## config.mk

```make
export PLATFORM = sky130hd
export DESIGN_NAME = packetfilt_dispatch_flat
export DESIGN_NICKNAME = d
export VERILOG_FILES = /design/src/rtl/pf_dispatch_pkg.sv /design/src/rtl/packetfilt_dispatch_if.sv /design/src/rtl/pf_rr_arbiter.sv /design/src/rtl/packetfilt_dispatch.sv /design/src/flat_wrapper.sv
export SDC_FILE = /design/constraint.sdc
export NUM_CORES = 1
export LEC_CHECK = 0
export BUFFER_PORTS_ARGS = -buffer_cell sky130_fd_sc_hd__buf_4
export CORE_AREA = 3 3 285 287
export CTS_BUF_LIST = sky130_fd_sc_hd__clkbuf_16
export DETAILED_ROUTE_END_ITERATION = 10
export DIE_AREA = 0 0 288 290
export PLACE_DENSITY = 0.34
export SLEW_MARGIN = 20
export SYNTH_ARGS = -nofsm -noshare
export SYNTH_HDL_FRONTEND = slang
export SYNTH_SLANG_ARGS = --single-unit
```

## constraint.sdc

```tcl
create_clock -name clk -period 4.7 [get_ports clk]
set_clock_uncertainty 0.2 [all_clocks]
set_input_delay 0.705 -clock clk [delete_from_list [all_inputs] [get_ports clk]]
set_output_delay 0.705 -clock clk [all_outputs]
set_load 0.005 [all_outputs]
```

## src/rtl/pf_dispatch_pkg.sv

```systemverilog
// rtl/pf_dispatch_pkg.sv - shared types and helpers for the packet filter dispatcher
// Contents: snooper/forwarder FSM state enums, round-robin pointer width helper.
package pf_dispatch_pkg;

   typedef enum logic [1:0] {
      SIDLE = 2'd0,
      SBUSY = 2'd1,
      SDROP = 2'd2
   } snoop_state_t;

   typedef enum logic {
      FIDLE = 1'b0,
      FBUSY = 1'b1
   } fwd_state_t;

   // Pointer/select width; a single-VM build still needs a 1-bit pointer.
   function automatic int ptr_w(input int n);
      return (n <= 1) ? 1 : $clog2(n);
   endfunction

endpackage

```

## src/rtl/packetfilt_dispatch_if.sv

```systemverilog
// rtl/packetfilt_dispatch_if.sv - upstream snooper/forwarder handshake bundle
// master: the snooper/forwarder side (drives writes, reads, done pulses)
// slave : the dispatcher (drives ready flags, read data and packet length)
interface packetfilt_dispatch_if #(
   parameter int PACKET_ADDR_WIDTH = 10,
   parameter int PACKET_DATA_WIDTH = 64
);
   logic [PACKET_ADDR_WIDTH-1:0] snooper_wr_addr;
   logic [PACKET_DATA_WIDTH-1:0] snooper_wr_data;
   logic                         snooper_wr_en;
   logic                         snooper_done;
   logic                         ready_for_snooper;

   logic [PACKET_ADDR_WIDTH-1:0] forwarder_rd_addr;
   logic                         forwarder_rd_en;
   logic                         forwarder_done;
   logic [PACKET_DATA_WIDTH-1:0] forwarder_rd_data;
   logic                         ready_for_forwarder;
   logic [PACKET_ADDR_WIDTH-1:0] len_to_forwarder;

   modport master (
      output snooper_wr_addr, snooper_wr_data, snooper_wr_en, snooper_done,
      input  ready_for_snooper,
      output forwarder_rd_addr, forwarder_rd_en, forwarder_done,
      input  forwarder_rd_data, ready_for_forwarder, len_to_forwarder
   );

   modport slave (
      input  snooper_wr_addr, snooper_wr_data, snooper_wr_en, snooper_done,
      output ready_for_snooper,
      input  forwarder_rd_addr, forwarder_rd_en, forwarder_done,
      output forwarder_rd_data, ready_for_forwarder, len_to_forwarder
   );
endinterface

```

## src/rtl/pf_rr_arbiter.sv

```systemverilog
// rtl/pf_rr_arbiter.sv - combinational rotating-priority arbiter
// req[N]    : request vector
// ptr       : index with highest priority this cycle
// grant_valid/grant_idx : first requester at or after ptr (wrapping)
module pf_rr_arbiter #(
   parameter int N  = 4,
   parameter int PW = 2
) (
   input  logic [N-1:0]  req,
   input  logic [PW-1:0] ptr,
   output logic          grant_valid,
   output logic [PW-1:0] grant_idx
);

   // Scan from farthest to nearest so the requester closest to ptr wins.
   always_comb begin
      grant_valid = 1'b0;
      grant_idx   = '0;
      for (int i = N - 1; i >= 0; i--) begin
         if (req[(int'(ptr) + i) % N]) begin
            grant_valid = 1'b1;
            grant_idx   = PW'((int'(ptr) + i) % N);
         end
      end
   end

endmodule

```

## src/rtl/packetfilt_dispatch.sv

```systemverilog
// rtl/packetfilt_dispatch.sv - fans snooper/forwarder streams across N_VMS packet filter VMs
// clk, rst           : clock, synchronous active-high reset
// start              : low holds VMs in reset and rewinds the code address
// inst_low/high_*    : instruction words; high strobe commits a 64-bit code write
// drop_clr           : clears the drop counter
// num_packets_dropped: saturating count of packets with no free VM
// vm_rst             : registered rst | ~start
// code_mem_wr_*      : code write broadcast to every VM
// up                 : upstream snooper/forwarder handshake (slave side)
// vm_snooper_*       : per-VM snooper side (data broadcast, enables one-hot)
// vm_forwarder_*     : per-VM forwarder side (address broadcast, enables one-hot)
module packetfilt_dispatch
   import pf_dispatch_pkg::*;
#(
   parameter int N_VMS             = 4,
   parameter int PACKET_ADDR_WIDTH = 10,
   parameter int PACKET_DATA_WIDTH = 64,
   parameter int CODE_ADDR_WIDTH   = 10,
   parameter int DROP_CNT_WIDTH    = 16
) (
   input  logic                                 clk,
   input  logic                                 rst,
   input  logic                                 start,
   input  logic [31:0]                          inst_low_value,
   input  logic                                 inst_low_strobe,
   input  logic [31:0]                          inst_high_value,
   input  logic                                 inst_high_strobe,
   input  logic                                 drop_clr,
   output logic [DROP_CNT_WIDTH-1:0]            num_packets_dropped,
   output logic                                 vm_rst,
   output logic [CODE_ADDR_WIDTH-1:0]           code_mem_wr_addr,
   output logic [63:0]                          code_mem_wr_data,
   output logic                                 code_mem_wr_en,
   packetfilt_dispatch_if.slave                 up,
   output logic [PACKET_ADDR_WIDTH-1:0]         vm_snooper_wr_addr,
   output logic [PACKET_DATA_WIDTH-1:0]         vm_snooper_wr_data,
   output logic [N_VMS-1:0]                     vm_snooper_wr_en,
   output logic [N_VMS-1:0]                     vm_snooper_done,
   input  logic [N_VMS-1:0]                     vm_ready_for_snooper,
   output logic [PACKET_ADDR_WIDTH-1:0]         vm_forwarder_rd_addr,
   output logic [N_VMS-1:0]                     vm_forwarder_rd_en,
   output logic [N_VMS-1:0]                     vm_forwarder_done,
   input  logic [N_VMS*PACKET_DATA_WIDTH-1:0]   vm_forwarder_rd_data,
   input  logic [N_VMS*PACKET_ADDR_WIDTH-1:0]   vm_len_to_forwarder,
   input  logic [N_VMS-1:0]                     vm_ready_for_forwarder
);

   localparam int            PW   = ptr_w(N_VMS);
   localparam logic [PW-1:0] LAST = PW'(N_VMS - 1);

   function automatic logic [PW-1:0] ptr_inc(input logic [PW-1:0] p);
      return (p == LAST) ? '0 : p + 1'b1;
   endfunction

   // ---------------- code loader ----------------
   logic [31:0]                low_latched;
   logic [31:0]                low_word;
   logic [CODE_ADDR_WIDTH-1:0] code_addr;

   // A low strobe in the same cycle as the high strobe takes effect immediately.
   assign low_word = inst_low_strobe ? inst_low_value : low_latched;

   always_ff @(posedge clk) begin
      if (rst) begin
         low_latched      <= '0;
         code_addr        <= '0;
         code_mem_wr_en   <= 1'b0;
         code_mem_wr_addr <= '0;
         code_mem_wr_data <= '0;
         vm_rst           <= 1'b1;
      end else begin
         vm_rst         <= ~start;
         code_mem_wr_en <= inst_high_strobe;
         if (inst_low_strobe)
            low_latched <= inst_low_value;
         if (inst_high_strobe) begin
            code_mem_wr_data <= {inst_high_value, low_word};
            code_mem_wr_addr <= start ? code_addr : '0;
         end
         if (!start)
            code_addr <= '0;
         else if (inst_high_strobe)
            code_addr <= code_addr + 1'b1;
      end
   end

   // ---------------- snooper side ----------------
   snoop_state_t s_state, s_next;
   logic [PW-1:0] s_sel, s_ptr, s_gidx;
   logic          s_gv, s_drop;

   pf_rr_arbiter #(.N(N_VMS), .PW(PW)) u_snoop_arb (
      .req         (vm_ready_for_snooper),
      .ptr         (s_ptr),
      .grant_valid (s_gv),
      .grant_idx   (s_gidx)
   );

   assign vm_snooper_wr_addr = up.snooper_wr_addr;
   assign vm_snooper_wr_data = up.snooper_wr_data;

   always_ff @(posedge clk) begin
      if (rst) begin
         s_state <= SIDLE;
         s_sel   <= '0;
         s_ptr   <= '0;
      end else begin
         s_state <= s_next;
         if (s_state == SIDLE && up.snooper_wr_en && s_gv) begin
            s_sel <= s_gidx;
            if (up.snooper_done)
               s_ptr <= ptr_inc(s_gidx);
         end else if (s_state == SBUSY && up.snooper_done) begin
            s_ptr <= ptr_inc(s_sel);
         end
      end
   end

   always_comb begin
      s_next = s_state;
      case (s_state)
         SIDLE:        if (up.snooper_wr_en && !up.snooper_done)
                          s_next = s_gv ? SBUSY : SDROP;
         SBUSY, SDROP: if (up.snooper_done) s_next = SIDLE;
         default:      s_next = SIDLE;
      endcase
   end

   // The first word of a packet is routed in the cycle it arrives, using the live grant.
   always_comb begin
      vm_snooper_wr_en     = '0;
      vm_snooper_done      = '0;
      up.ready_for_snooper = 1'b0;
      s_drop               = 1'b0;
      if (!rst) begin
         case (s_state)
            SIDLE: begin
               up.ready_for_snooper = |vm_ready_for_snooper;
               if (up.snooper_wr_en) begin
                  if (s_gv) begin
                     vm_snooper_wr_en[s_gidx] = 1'b1;
                     vm_snooper_done[s_gidx]  = up.snooper_done;
                  end else begin
                     s_drop = 1'b1;
                  end
               end
            end
            SBUSY: begin
               up.ready_for_snooper    = vm_ready_for_snooper[s_sel];
               vm_snooper_wr_en[s_sel] = up.snooper_wr_en;
               vm_snooper_done[s_sel]  = up.snooper_done;
            end
            SDROP:   up.ready_for_snooper = 1'b1;
            default: ;
         endcase
      end
   end

   always_ff @(posedge clk) begin
      if (rst)
         num_packets_dropped <= '0;
      else if (drop_clr)
         num_packets_dropped <= s_drop ? DROP_CNT_WIDTH'(1) : '0;
      else if (s_drop && num_packets_dropped != '1)
         num_packets_dropped <= num_packets_dropped + 1'b1;
   end

   // ---------------- forwarder side ----------------
   fwd_state_t    f_state, f_next;
   logic [PW-1:0] f_sel, f_ptr, f_gidx;
   logic          f_gv;

   pf_rr_arbiter #(.N(N_VMS), .PW(PW)) u_fwd_arb (
      .req         (vm_ready_for_forwarder),
      .ptr         (f_ptr),
      .grant_valid (f_gv),
      .grant_idx   (f_gidx)
   );

   assign vm_forwarder_rd_addr = up.forwarder_rd_addr;

   always_ff @(posedge clk) begin
      if (rst) begin
         f_state <= FIDLE;
         f_sel   <= '0;
         f_ptr   <= '0;
      end else begin
         f_state <= f_next;
         if (f_state == FIDLE && f_gv)
            f_sel <= f_gidx;
         else if (f_state == FBUSY && up.forwarder_done)
            f_ptr <= ptr_inc(f_sel);
      end
   end

   always_comb begin
      f_next = f_state;
      case (f_state)
         FIDLE:   if (f_gv) f_next = FBUSY;
         FBUSY:   if (up.forwarder_done) f_next = FIDLE;
         default: f_next = FIDLE;
      endcase
   end

   // Data/length mux follows f_sel in every state: f_sel only changes on a new
   // grant, so a read issued on the done cycle still returns the right VM's data.
   always_comb begin
      vm_forwarder_rd_en     = '0;
      vm_forwarder_done      = '0;
      up.ready_for_forwarder = 1'b0;
      up.forwarder_rd_data   = vm_forwarder_rd_data[int'(f_sel)*PACKET_DATA_WIDTH +: PACKET_DATA_WIDTH];
      up.len_to_forwarder    = vm_len_to_forwarder[int'(f_sel)*PACKET_ADDR_WIDTH +: PACKET_ADDR_WIDTH];
      if (!rst && f_state == FBUSY) begin
         up.ready_for_forwarder    = vm_ready_for_forwarder[f_sel];
         vm_forwarder_rd_en[f_sel] = up.forwarder_rd_en;
         vm_forwarder_done[f_sel]  = up.forwarder_done;
      end
   end

endmodule

```

## src/flat_wrapper.sv

```systemverilog
// flat-port wrapper written by rule: the top's interface ports become plain ports
module packetfilt_dispatch_flat import pf_dispatch_pkg::*;
#(
   parameter int N_VMS             = 4,
   parameter int PACKET_ADDR_WIDTH = 10,
   parameter int PACKET_DATA_WIDTH = 64,
   parameter int CODE_ADDR_WIDTH   = 10,
   parameter int DROP_CNT_WIDTH    = 16
)
  (clk, rst, start, inst_low_value, inst_low_strobe, inst_high_value, inst_high_strobe, drop_clr, num_packets_dropped, vm_rst, code_mem_wr_addr, code_mem_wr_data, code_mem_wr_en, vm_snooper_wr_addr, vm_snooper_wr_data, vm_snooper_wr_en, vm_snooper_done, vm_ready_for_snooper, vm_forwarder_rd_addr, vm_forwarder_rd_en, vm_forwarder_done, vm_forwarder_rd_data, vm_len_to_forwarder, vm_ready_for_forwarder, up_snooper_wr_addr, up_snooper_wr_data, up_snooper_wr_en, up_snooper_done, up_ready_for_snooper, up_forwarder_rd_addr, up_forwarder_rd_en, up_forwarder_done, up_forwarder_rd_data, up_ready_for_forwarder, up_len_to_forwarder);
  packetfilt_dispatch_if #(.PACKET_ADDR_WIDTH(PACKET_ADDR_WIDTH), .PACKET_DATA_WIDTH(PACKET_DATA_WIDTH)) up_i ();
  input  logic clk;
  input  logic rst;
  input  logic start;
  input  logic [31:0] inst_low_value;
  input  logic inst_low_strobe;
  input  logic [31:0] inst_high_value;
  input  logic inst_high_strobe;
  input  logic drop_clr;
  output logic [DROP_CNT_WIDTH-1:0] num_packets_dropped;
  output logic vm_rst;
  output logic [CODE_ADDR_WIDTH-1:0] code_mem_wr_addr;
  output logic [63:0] code_mem_wr_data;
  output logic code_mem_wr_en;
  output logic [PACKET_ADDR_WIDTH-1:0] vm_snooper_wr_addr;
  output logic [PACKET_DATA_WIDTH-1:0] vm_snooper_wr_data;
  output logic [N_VMS-1:0] vm_snooper_wr_en;
  output logic [N_VMS-1:0] vm_snooper_done;
  input  logic [N_VMS-1:0] vm_ready_for_snooper;
  output logic [PACKET_ADDR_WIDTH-1:0] vm_forwarder_rd_addr;
  output logic [N_VMS-1:0] vm_forwarder_rd_en;
  output logic [N_VMS-1:0] vm_forwarder_done;
  input  logic [N_VMS*PACKET_DATA_WIDTH-1:0] vm_forwarder_rd_data;
  input  logic [N_VMS*PACKET_ADDR_WIDTH-1:0] vm_len_to_forwarder;
  input  logic [N_VMS-1:0] vm_ready_for_forwarder;
  input wire logic [$bits(up_i.snooper_wr_addr)-1:0] up_snooper_wr_addr;
  input wire logic [$bits(up_i.snooper_wr_data)-1:0] up_snooper_wr_data;
  input wire logic [$bits(up_i.snooper_wr_en)-1:0] up_snooper_wr_en;
  input wire logic [$bits(up_i.snooper_done)-1:0] up_snooper_done;
  output wire logic [$bits(up_i.ready_for_snooper)-1:0] up_ready_for_snooper;
  input wire logic [$bits(up_i.forwarder_rd_addr)-1:0] up_forwarder_rd_addr;
  input wire logic [$bits(up_i.forwarder_rd_en)-1:0] up_forwarder_rd_en;
  input wire logic [$bits(up_i.forwarder_done)-1:0] up_forwarder_done;
  output wire logic [$bits(up_i.forwarder_rd_data)-1:0] up_forwarder_rd_data;
  output wire logic [$bits(up_i.ready_for_forwarder)-1:0] up_ready_for_forwarder;
  output wire logic [$bits(up_i.len_to_forwarder)-1:0] up_len_to_forwarder;
  assign up_i.snooper_wr_addr = up_snooper_wr_addr;
  assign up_i.snooper_wr_data = up_snooper_wr_data;
  assign up_i.snooper_wr_en = up_snooper_wr_en;
  assign up_i.snooper_done = up_snooper_done;
  assign up_ready_for_snooper = up_i.ready_for_snooper;
  assign up_i.forwarder_rd_addr = up_forwarder_rd_addr;
  assign up_i.forwarder_rd_en = up_forwarder_rd_en;
  assign up_i.forwarder_done = up_forwarder_done;
  assign up_forwarder_rd_data = up_i.forwarder_rd_data;
  assign up_ready_for_forwarder = up_i.ready_for_forwarder;
  assign up_len_to_forwarder = up_i.len_to_forwarder;
  packetfilt_dispatch #(.N_VMS(N_VMS), .PACKET_ADDR_WIDTH(PACKET_ADDR_WIDTH), .PACKET_DATA_WIDTH(PACKET_DATA_WIDTH), .CODE_ADDR_WIDTH(CODE_ADDR_WIDTH), .DROP_CNT_WIDTH(DROP_CNT_WIDTH)) u_core (.clk(clk), .rst(rst), .start(start), .inst_low_value(inst_low_value), .inst_low_strobe(inst_low_strobe), .inst_high_value(inst_high_value), .inst_high_strobe(inst_high_strobe), .drop_clr(drop_clr), .num_packets_dropped(num_packets_dropped), .vm_rst(vm_rst), .code_mem_wr_addr(code_mem_wr_addr), .code_mem_wr_data(code_mem_wr_data), .code_mem_wr_en(code_mem_wr_en), .up(up_i), .vm_snooper_wr_addr(vm_snooper_wr_addr), .vm_snooper_wr_data(vm_snooper_wr_data), .vm_snooper_wr_en(vm_snooper_wr_en), .vm_snooper_done(vm_snooper_done), .vm_ready_for_snooper(vm_ready_for_snooper), .vm_forwarder_rd_addr(vm_forwarder_rd_addr), .vm_forwarder_rd_en(vm_forwarder_rd_en), .vm_forwarder_done(vm_forwarder_done), .vm_forwarder_rd_data(vm_forwarder_rd_data), .vm_len_to_forwarder(vm_len_to_forwarder), .vm_ready_for_forwarder(vm_ready_for_forwarder));
endmodule
```

==> summary.md <==
| Metric | Value |
|---|---|
| Final WL | `about 64000 um` |
| Compound-gate portion of the synthesized area | `8.09%` |
| Worst Hold Path EP | `u_core.code_mem_wr_addr[1]$_SDFFE_PP0P_` |
| Initial DRC Count | `380` |
| WHS | `265 ps` |
| Ys Warns | `0` |
| Crit-path max FO | `33` |
| Worst hold path type | `reg -> reg` |
| Commonest cells after routing, fill and taps aside | `buf_4, dfxtp_1, nor2_1` |
| H-Tree Depth | `4` |
| Async SR Flop Fraction | `0%` |
| Die X | `288 um` |
| Reg2reg end | `u_core.num_packets_dropped[7]$_SDFFE_PP0P_` |
| Post-synth net total | `around 1.3k` |
| Endpoints failing hold | `0` |
| Register-to-Register Path Depth | `6` |
| Vias/cell | `3.67` |
| Mux contribution to synthesized area | `29.3%` |
| DRC | `0` |
| Overflow after GRT | `0` |
| Maximum VDD drop | `between 0.2 and 0.25 mV` |
| Final ANT Viol Nets | `0` |
| Chip height | `between 200 and 300 um` |
| Required @ worst endpoint | `3800 ps` |
| RSZ-0062 raised after global routing | `false` |
| Critical Path End Type | `primary output` |
| Final Max Slew Viols | `0` |
| Adder-cell area share of the yosys netlist | `between 2 and 3%` |
| Worst slew margin | `a little over a third` |
| Post-DP HPWL | `roughly 55000 um` |
| Post-synthesis register bit count | `approximately 150` |
| CTS sink cnt | `about 150` |
| Root Buffer | `clkbuf_16` |
| CTS tree | `yes` |
| Post-synthesis sequential area ratio | `approximately a third` |
| Fmax | `295 MHz` |
| Post-CTS Setup Inserts | `0` |
| Setup_tns | `0 ps` |
| Post_cts resized | `0` |
| Total CTS buffers | `17` |
| Hold_sp | `u_core.code_mem_wr_addr[1]$_SDFFE_PP0P_` |
| Drt pass-1 iters | `5` |
| Setup-failing EPs final | `0` |
| Critical path class | `reg -> out` |
| Most common library cell in the layout ignoring fill and taps | `buf_4` |
| Post-synth top area share | `34.2%` |
| Worst-path clk slew | `roughly 60 ps` |
| Starting density of the core | `10.8%` |
| Ys flop type | `dfxtp_1` |
| Mapped Area | `roughly 0.0085 sq mm` |
| Clk Latency, worst-skew pair | `roughly 470 ps` |
| Core Util, Final | `about 17%` |
| Largest net degree at the start of global routing | `78` |
| Cell count after synthesis | `~850` |
| Syn Area/Cell | `between 10 and 15 sq um` |
| RePlAce Congestion | `roughly 1.1` |
| I/O pin count | `730` |
| XOR/XNOR Fraction of Synth Area | `less than 1%` |
| Vias | `between 8k and 9k` |
| P_leak | `5.80 nW` |
| Area delta synth->final | `62.3%` |
| Core area | `approximately 0.079 sq mm` |
| All-Layer GR Usage | `14.7%` |
| Setup slack at placement | `between 1500 and 2000 ps` |
| Synth area leaders | `dfxtp_1, mux4_2, mux2i_1` |
| Least-Margin Pin Slew | `952 ps` |
| Per-cell routed wire length | `around 27 um` |
| Vias in the first global route | `9002` |
| Simple-gate share of the synthesized area | `approximately 14%` |
| Cts hold-fix bufs | `0` |
| PD cells | `262 mW/mm^2` |
| CP startpoint kind | `register` |
| Longest Clk Path Bufs | `2` |
| Max-Cap Viols | `0` |
| Largest family of logic cells by synthesized area | `multiplexers` |
| Die area | `0.0835 sq mm` |
| WHS Path Cells | `2` |
| Post-synth EDFFs | `0` |
| Standard-cell rows | `a little over 100` |
| Area leader, netlist | `dfxtp_1` |
| Final min period | `3390 ps` |
| Reg2reg setup slack | `between 2000 and 2500 ps` |
| Number of distinct library cells after synthesis | `48` |
| PortBufs | `roughly 560` |
| Status | `complete, no violations` |
| Worst setup margin | `1310 ps` |
| Critical R2R Launch | `u_core.s_state[0]$_SDFFE_PP0P_` |
| Final worst path period share | `72.1%` |
| Critical Path AT | `2490 ps` |
| Initial antenna violation count | `21` |
| Share of layout cells above drive strength 1 | `a little over half` |
| Nets@finish | `1772` |
| First-pass GRT wire length | `between 80000 and 90000 um` |
## worst max-delay path, cell delays in order, from the launching register on
cell	delay, ps
dfxtp_4	780
buf_4	450
mux4_2	590
buf_4	160
## cells in the mapped netlist (3+ instances only)
cell / n
dfxtp_1: 145
nor2_1: 116
buf_4: 84
mux4_2: 76
mux2i_1: 75
clkbuf_1: 42
nand2_1: 41
a21oi_1: 38
a211oi_1: 36
nand3_1: 22
inv_1: 20
ha_1: 18
buf_1: 14
nand2b_1: 14
or3_1: 10
and3_1: 9
nor4_1: 9
nor3_1: 8
nand4_1: 7
o21ai_0: 7
or4_1: 5
buf_2: 4
nor3b_1: 4
xor2_1: 4
nor2b_1: 3
xnor2_1: 3
## logic make-up (layout without fill, tap and decap cells)
logic type / Yosys count / in the layout
xor gates and xnor gates: 7 / 7
buffers and inverters: 164 / 619
and+or+nand+nor: 256 / 256
other: 0 / 4
adders and majority gates: 18 / 18
DFF: 145 / 145
AOI/OAI and AO/OA: 105 / 105
muxes: 153 / 153
## flip-flops by register name (all words and copies together), names as in the netlist
signal and count:
u_core.f_ptr 2, u_core.s_sel 2, u_core.vm_rst 1, u_core.code_mem_wr_data 64, u_core.f_state 1, u_core.code_addr 10, u_core.num_packets_dropped 16, u_core.low_latched 32
u_core.s_state 2, u_core.code_mem_wr_en 1, u_core.s_ptr 2, u_core.f_sel 2, u_core.code_mem_wr_addr 10
## through the flow
step	power, W	cells	instance area, sq um
after floorplan	0.00177	848	8490
after global placement	0.00231	2323	13200
after detailed placement	0.00232	2323	13200
after CTS	0.00371	2353	13800
after global routing	0.00380	2355	13800
final	0.00361	2357	13800
## metal layers
metal,wire length [um],track usage [%],vias up
met4,2580,5.92,18
met2,29500,23.7,493
li1,-,-,3897
met3,7900,8.07,75
met1,23500,15.7,4172
met5,295,1.80,-
## power breakdown
part | internal, W | switching [W]
clock network | 0.000722 | 0.000617
logic | 0.000535 | 0.000392
registers | 0.00129 | 0.0000556
total | 0.00255 | 0.00106
## worst max path at each step
stage,to,startpoint
after global placement,u_core.num_packets_dropped[7]$_SDFFE_PP0P_,vm_ready_for_snooper[1]
after floorplan,up_forwarder_rd_data[53],u_core.f_sel[0]$_SDFFE_PP0P_
after global routing,up_forwarder_rd_data[11],u_core.f_sel[0]$_SDFFE_PP0P_
after detailed placement,u_core.num_packets_dropped[7]$_SDFFE_PP0P_,vm_ready_for_snooper[1]
after CTS,up_forwarder_rd_data[11],u_core.f_sel[0]$_SDFFE_PP0P_
final,up_forwarder_rd_data[11],u_core.f_sel[0]$_SDFFE_PP0P_
## final cells by class
class / count / area, sq um
Clock inverter: 13 / 113
Inverter: 20 / 75.1
Sequential cell: 145 / 2910
Fill cell: 8901 / 65100
Timing Repair Buffer: 569 / 4280
Antenna cell: 4 / 10.0
Clock buffer: 17 / 425
Multi-Input combinational cell: 539 / 4660
Tap cell: 1050 / 1310
Power figures use the tool's default switching activity.
